File: src/rtl/imem_pkg.sv
// Shared definitions for the instruction-memory load controller:
// controller state encoding, default out-of-range word, counter helpers.
package imem_pkg;

  // Controller states (plain constants so legacy tools can consume them)
  localparam logic [1:0] ST_RUN   = 2'd0;
  localparam logic [1:0] ST_LOAD  = 2'd1;
  localparam logic [1:0] ST_FLUSH = 2'd2;

  // Word handed back when the CPU fetches beyond the populated memory
  localparam logic [31:0] OOR_WORD_DEFAULT = 32'h0000_0000;

  // Width of the externally visible load counter
  localparam int COUNT_W = 6;

  // Increment that sticks at the given limit instead of wrapping
  function automatic logic [COUNT_W-1:0] sat_inc(input logic [COUNT_W-1:0] value,
                                                 input logic [COUNT_W-1:0] limit);
    return (value < limit) ? value + COUNT_W'(1) : value;
  endfunction

endpackage

File: src/rtl/imem_ram.sv
// Instruction storage: one write port, one registered read port.
// Deliberately has no reset so a reset in the middle of a load leaves
// whatever was already written in place.
module imem_ram #(
  parameter int DEPTH  = 32,
  parameter int DATA_W = 32,
  parameter int AW     = 5
) (
  input  logic              clk,
  input  logic              we,
  input  logic [AW-1:0]     waddr,
  input  logic [DATA_W-1:0] wdata,
  input  logic              re,
  input  logic [AW-1:0]     raddr,
  output logic [DATA_W-1:0] rdata
);

  logic [DATA_W-1:0] mem [0:DEPTH-1];
  logic [DATA_W-1:0] rdata_q;
  logic [DATA_W-1:0] rdata_d;

  // Read data only changes when a read is requested
  always_comb begin
    rdata_d = rdata_q;
    if (re) begin
      rdata_d = mem[raddr];
    end
  end

  // Storage write and read-data register
  always_ff @(posedge clk) begin
    if (we) begin
      mem[waddr] <= wdata;
    end
    rdata_q <= rdata_d;
  end

  assign rdata = rdata_q;

endmodule

File: src/rtl/imem_load_ctrl.sv
// Instruction memory with a program-load path. In RUN the CPU fetches
// with one cycle of latency; a load stalls the CPU, streams words into
// memory from address 0, then spends one FLUSH cycle before returning.
module imem_load_ctrl
  import imem_pkg::*;
#(
  parameter int                 DEPTH    = 32,
  parameter int                 DATA_W   = 32,
  parameter logic [DATA_W-1:0]  OOR_WORD = DATA_W'(OOR_WORD_DEFAULT)
) (
  input  logic                Clk,
  input  logic                Rst_n,
  input  logic                FetchReq,
  input  logic [31:0]         FetchAddr,
  output logic                FetchValid,
  output logic [DATA_W-1:0]   FetchData,
  output logic                CpuHold,
  input  logic                LoadStart,
  input  logic                LoadValid,
  input  logic [DATA_W-1:0]   LoadData,
  input  logic                LoadLast,
  output logic                LoadReady,
  output logic                LoadDone,
  output logic                LoadErr,
  output logic [COUNT_W-1:0]  LoadCount
);

  localparam int                 AW        = (DEPTH > 1) ? $clog2(DEPTH) : 1;
  localparam logic [AW-1:0]      LAST_PTR  = AW'(DEPTH - 1);
  localparam logic [COUNT_W-1:0] COUNT_MAX = COUNT_W'(DEPTH);

  logic [1:0]          state_q,       state_d;
  logic [AW-1:0]       wr_ptr_q,      wr_ptr_d;
  logic [COUNT_W-1:0]  load_count_q,  load_count_d;
  logic                load_err_q,    load_err_d;
  logic                fetch_valid_q, fetch_valid_d;
  logic                oor_q,         oor_d;

  logic                in_range;
  logic                ram_we;
  logic                ram_re;
  logic [DATA_W-1:0]   ram_rdata;

  // Whole 32-bit address is compared so high garbage bits count as out of range
  assign in_range = (FetchAddr < 32'(DEPTH));

  // Next-state logic for the FSM, write pointer, counters and fetch pipeline
  always_comb begin
    state_d       = state_q;
    wr_ptr_d      = wr_ptr_q;
    load_count_d  = load_count_q;
    load_err_d    = load_err_q;
    fetch_valid_d = 1'b0;
    oor_d         = oor_q;
    ram_we        = 1'b0;
    ram_re        = 1'b0;

    case (state_q)
      ST_RUN: begin
        // A fetch issued alongside LoadStart still completes from old contents
        if (FetchReq) begin
          fetch_valid_d = 1'b1;
          oor_d         = ~in_range;
          ram_re        = in_range;
        end
        if (LoadStart) begin
          state_d      = ST_LOAD;
          wr_ptr_d     = '0;
          load_count_d = '0;
          load_err_d   = 1'b0;
        end
      end

      ST_LOAD: begin
        if (LoadValid) begin
          ram_we       = 1'b1;
          load_count_d = sat_inc(load_count_q, COUNT_MAX);
          if (LoadLast) begin
            state_d = ST_FLUSH;
          end else if (wr_ptr_q == LAST_PTR) begin
            // Memory is full and the host still has more: flag and stop
            load_err_d = 1'b1;
            state_d    = ST_FLUSH;
          end
          if (wr_ptr_q != LAST_PTR) begin
            wr_ptr_d = wr_ptr_q + AW'(1);
          end
        end
      end

      ST_FLUSH: begin
        state_d = ST_RUN;
      end

      default: begin
        state_d = ST_RUN;
      end
    endcase
  end

  // Controller registers; memory contents are not part of this reset
  always_ff @(posedge Clk or negedge Rst_n) begin
    if (!Rst_n) begin
      state_q       <= ST_RUN;
      wr_ptr_q      <= '0;
      load_count_q  <= '0;
      load_err_q    <= 1'b0;
      fetch_valid_q <= 1'b0;
      oor_q         <= 1'b0;
    end else begin
      state_q       <= state_d;
      wr_ptr_q      <= wr_ptr_d;
      load_count_q  <= load_count_d;
      load_err_q    <= load_err_d;
      fetch_valid_q <= fetch_valid_d;
      oor_q         <= oor_d;
    end
  end

  imem_ram #(
    .DEPTH  (DEPTH),
    .DATA_W (DATA_W),
    .AW     (AW)
  ) u_ram (
    .clk   (Clk),
    .we    (ram_we),
    .waddr (wr_ptr_q),
    .wdata (LoadData),
    .re    (ram_re),
    .raddr (FetchAddr[AW-1:0]),
    .rdata (ram_rdata)
  );

  // Fetch data is forced to zero whenever no fetch result is being presented
  assign FetchValid = fetch_valid_q;
  assign FetchData  = !fetch_valid_q ? '0 :
                      oor_q          ? OOR_WORD : ram_rdata;

  assign CpuHold    = (state_q != ST_RUN);
  assign LoadReady  = (state_q == ST_LOAD);
  assign LoadDone   = (state_q == ST_FLUSH);
  assign LoadErr    = load_err_q;
  assign LoadCount  = load_count_q;

endmodule

File: config.mk
export PLATFORM = sky130hd
export DESIGN_NAME = imem_load_ctrl
export DESIGN_NICKNAME = d
export VERILOG_FILES = /design/src/rtl/imem_pkg.sv /design/src/rtl/imem_ram.sv /design/src/rtl/imem_load_ctrl.sv
export SDC_FILE = /design/constraint.sdc
export NUM_CORES = 1
export LEC_CHECK = 0
export CAP_MARGIN = 20
export CORE_MARGIN = 2
export CORE_UTILIZATION = 55
export CTS_CLUSTER_DIAMETER = 40
export DETAILED_ROUTE_END_ITERATION = 16
export PLACE_DENSITY = 0.83
export RECOVER_POWER = 50
export SYNTH_ARGS = -nofsm -noshare
export SYNTH_HDL_FRONTEND = slang
export SYNTH_SLANG_ARGS = --single-unit
File: constraint.sdc
create_clock -name Clk -period 3.1 [get_ports Clk]
set_input_delay 0.62 -clock Clk [delete_from_list [all_inputs] [get_ports Clk]]
set_output_delay 0.62 -clock Clk [all_outputs]
set_load 0.005 [all_outputs]
==> impl_results.md <==
* Final worst slack at approximately 0.13 ns
* CTS tree: done
* Max-slew violations at 66
* F_max at approximately 340 MHz
* Largest net degree at the start of global routing at 74
* Fin. Hold Viols at 0
* GRT overflow at 0
* First-pass GRT wire length at between 150 and 200 mm
* DIE WIDTH at 280 um
* Die Y at between 200 and 300 um
* Initial antenna violation count at 4
* Post-Syn Instances at approximately 2.4k
* Place WS at around 0.13 ns
* Root buffer cell: clkbuf_16
* I/O Buffers at 112
* Vias post-DR at 23.5k
* Primary FF master, synth: edfxtp_1
* Synth top area share at 75.7%
* Crit-path cells: nor2b_4 > buf_12 > buf_4 > and2_1 > clkdlybuf4s50_1
* Crit path buf inv count at 3
* Post-synthesis sequential area ratio at between 70% and 80%
* # clock sinks at ~1.1k
* RSZ-0062 raised after global routing: no
* Synth Net Count at 2462
* Fillers at roughly 4.7k
* Average cell area after synthesis at around 18 um2
* Initial Util at a little under three fifths
* Drt first-iter violations at about 3.3k
* Post-synthesis register bit count at 1072
* CTS Buffer Depth at 3
* FFs w/ async S/R, synth at under 10%
* Worst path slowest cell: clkdlybuf4s50_1
* Number of diodes at 0
* Share of post-route cells with drive strength above 1 at between 10% and 20%
* Arrival time at the worst endpoint at 2.35 ns
* Synth warn at 0
* Post-DP HPWL at a little under 60 mm
* Clock Skew at between 0.03 and 0.04 ns
* Die area at about 78000 um2
* Commonest non-fill, non-tap cells in the layout: edfxtp_1 (1056), mux2i_1 (513), clkbuf_16 (114)
* Routability cong. at 0.860
* Critical path endpoint category: primary output
* Failing checks: capacitance limit, slew limit
* Final nets at approximately 2.7k
* Status: complete, but fails checks
* Synth-to-Final Area Change at 16.8%
* Num rows at 101
* Wirelength per Cell at 27.9 um
* CP top delay family: buffers and inverters
* Layout Utilization at between 60% and 70%
* Most common cell after layout, fill and taps aside: edfxtp_1
* WL final at 103 mm
* Synth cell types at 35
* GRT Total Usage at a little over a quarter
* Final ANT Viol Nets at 0
* Post-Syn Area at 41900 um2
* Setup_tns at 0 ns
* CP peak stage delay at roughly 0.53 ns
* CTS buffer count at 111
* I/O pin cnt at between 100 and 150
* Minimum clock period at slightly below 3 ns
* Pwr dens at about 640 nW/um2
* Via/cell ratio at roughly 6.4
* Vias in the first global route at 24.3k
* Area of the core at around 76000 um2
* Hold buffer count at CTS at 0
* EDFF count, synth at between 1k and 1.5k
* DRC Markers at 0
* Data required, critical path at 2.48 ns
* Worst rel slew slack at -4.73%
* Period utilisation layout at ~96%
* H-tree levels at 3
* Worst-Skew Late Latency at roughly 0.68 ns
* Drt pass-1 iters at 5
* Max IR drop VDD at 459 uV
* Area leader, netlist: edfxtp_1
* Lkg Pwr at 17.0 nW
* Maxcap violations at 2
* CP max FO at 14
* Startpoint types: flop
* Reg clk slew, reported paths at 0.06 ns
* Worst-margin pin slew at around 1.6 ns
* # setup viols final at 0
* Synth area leaders: edfxtp_1 (76%), mux2i_1 (12%), a22oi_1 (1.7%), a22o_1 (1.3%), nand3_1 (1.2%)
* Worst min path class: primary input to async pin
* WS Path Type: flop to primary output
## metrics by stage
stage	area [um2]	power [mW]	hold WS, ns	instances
final	48900	31.3	0.447	3683
after global routing	48900	32.0	0.507	3683
after CTS	49100	31.3	0.372	3680
after detailed placement	45400	18.6	0.543	3476
after global placement	45400	18.5	0.505	3476
after floorplan	41900	17.6	0.324	2386
## state kept, by name, indices dropped and copies added, names as in the netlist
signal,count
oor_q,1
LoadCount,6
state_q,2
wr_ptr_q,5
u_ram.rdata,32
FetchValid,1
LoadErr,1
u_ram.mem,1024
## kinds of logic (layout without fill, tap and decap cells)
family	Yosys count	after routing	synth area share (%)
mux	513	513	12.3
fa+ha+maj	6	6	0.179
flops	1072	1072	76.6
simple gates	352	352	3.99
compound gates	300	300	4.86
xor+xnor	5	5	0.104
buf+inv	138	457	1.99
## area by class of cell
cell class                      count  area (um2)  share of cell area, %
Clock buffer                      125        2890                   5.91
Tap cell                          978        1220                   2.50
Timing Repair Buffer              250        2770                   5.66
Clock inverter                     76         684                   1.40
Sequential cell                  1072       32100                   65.6
Multi-Input combinational cell   1176        9240                   18.9
Inverter                            6        22.5                 0.0460
## path summary, 6_finish.rpt
path                         startpoint              end  slack, ns  depth (start not counted)
setup / recovery                  oor_q     FetchData[2]       0.13                          5
min in group Clk           LoadCount[0]     LoadCount[0]       0.56                          1
hold reg to reg            LoadCount[0]     LoadCount[0]       0.56                          1
setup reg to reg             state_q[0]  u_ram.rdata[26]       0.43                          5
hold / removal                    Rst_n      wr_ptr_q[4]       0.45                          1
max in group asynchronous         Rst_n     LoadCount[5]       2.18                          1
## cells in the mapped netlist, types with 4 or more instances
| master | instances |
|---|---|
| edfxtp_1 | 1056 |
| mux2i_1 | 513 |
| nand2_1 | 104 |
| nand3_1 | 102 |
| a21oi_1 | 97 |
| a22oi_1 | 96 |
| a22o_1 | 64 |
| nor2_1 | 45 |
| buf_2 | 43 |
| clkbuf_1 | 39 |
| and2_1 | 35 |
| nor3_1 | 33 |
| a31oi_1 | 32 |
| buf_6 | 23 |
| buf_4 | 22 |
| dfrtp_1 | 16 |
| o21ai_0 | 7 |
| ha_1 | 6 |
| inv_1 | 6 |
| nor4_1 | 6 |
| nand3b_1 | 5 |
| nand4_1 | 5 |
| nor2b_1 | 5 |
| xor2_1 | 5 |
| nand2_2 | 4 |
## metal layers
layer | global-route usage [%] | wire (um)
met2 | 43.5 | 51100
met5 | 0 | 28
met1 | 33.7 | 37900
met3 | 4.36 | 9510
met4 | 12.1 | 4350
## power by group
group          total (mW)  switching [mW]  internal [mW]
clock network        12.9            5.53           7.42
registers            16.3           0.116           16.2
logic                2.00            1.27          0.728
total                31.3            6.92           24.3
## timing repair
item / 4_1_cts / 5_1_grt
endpoints found under the setup margin: 14 / 0
setup buffers: 3 / 0
resized for setup: 0 / 0
(Power assumes the default switching activity.)
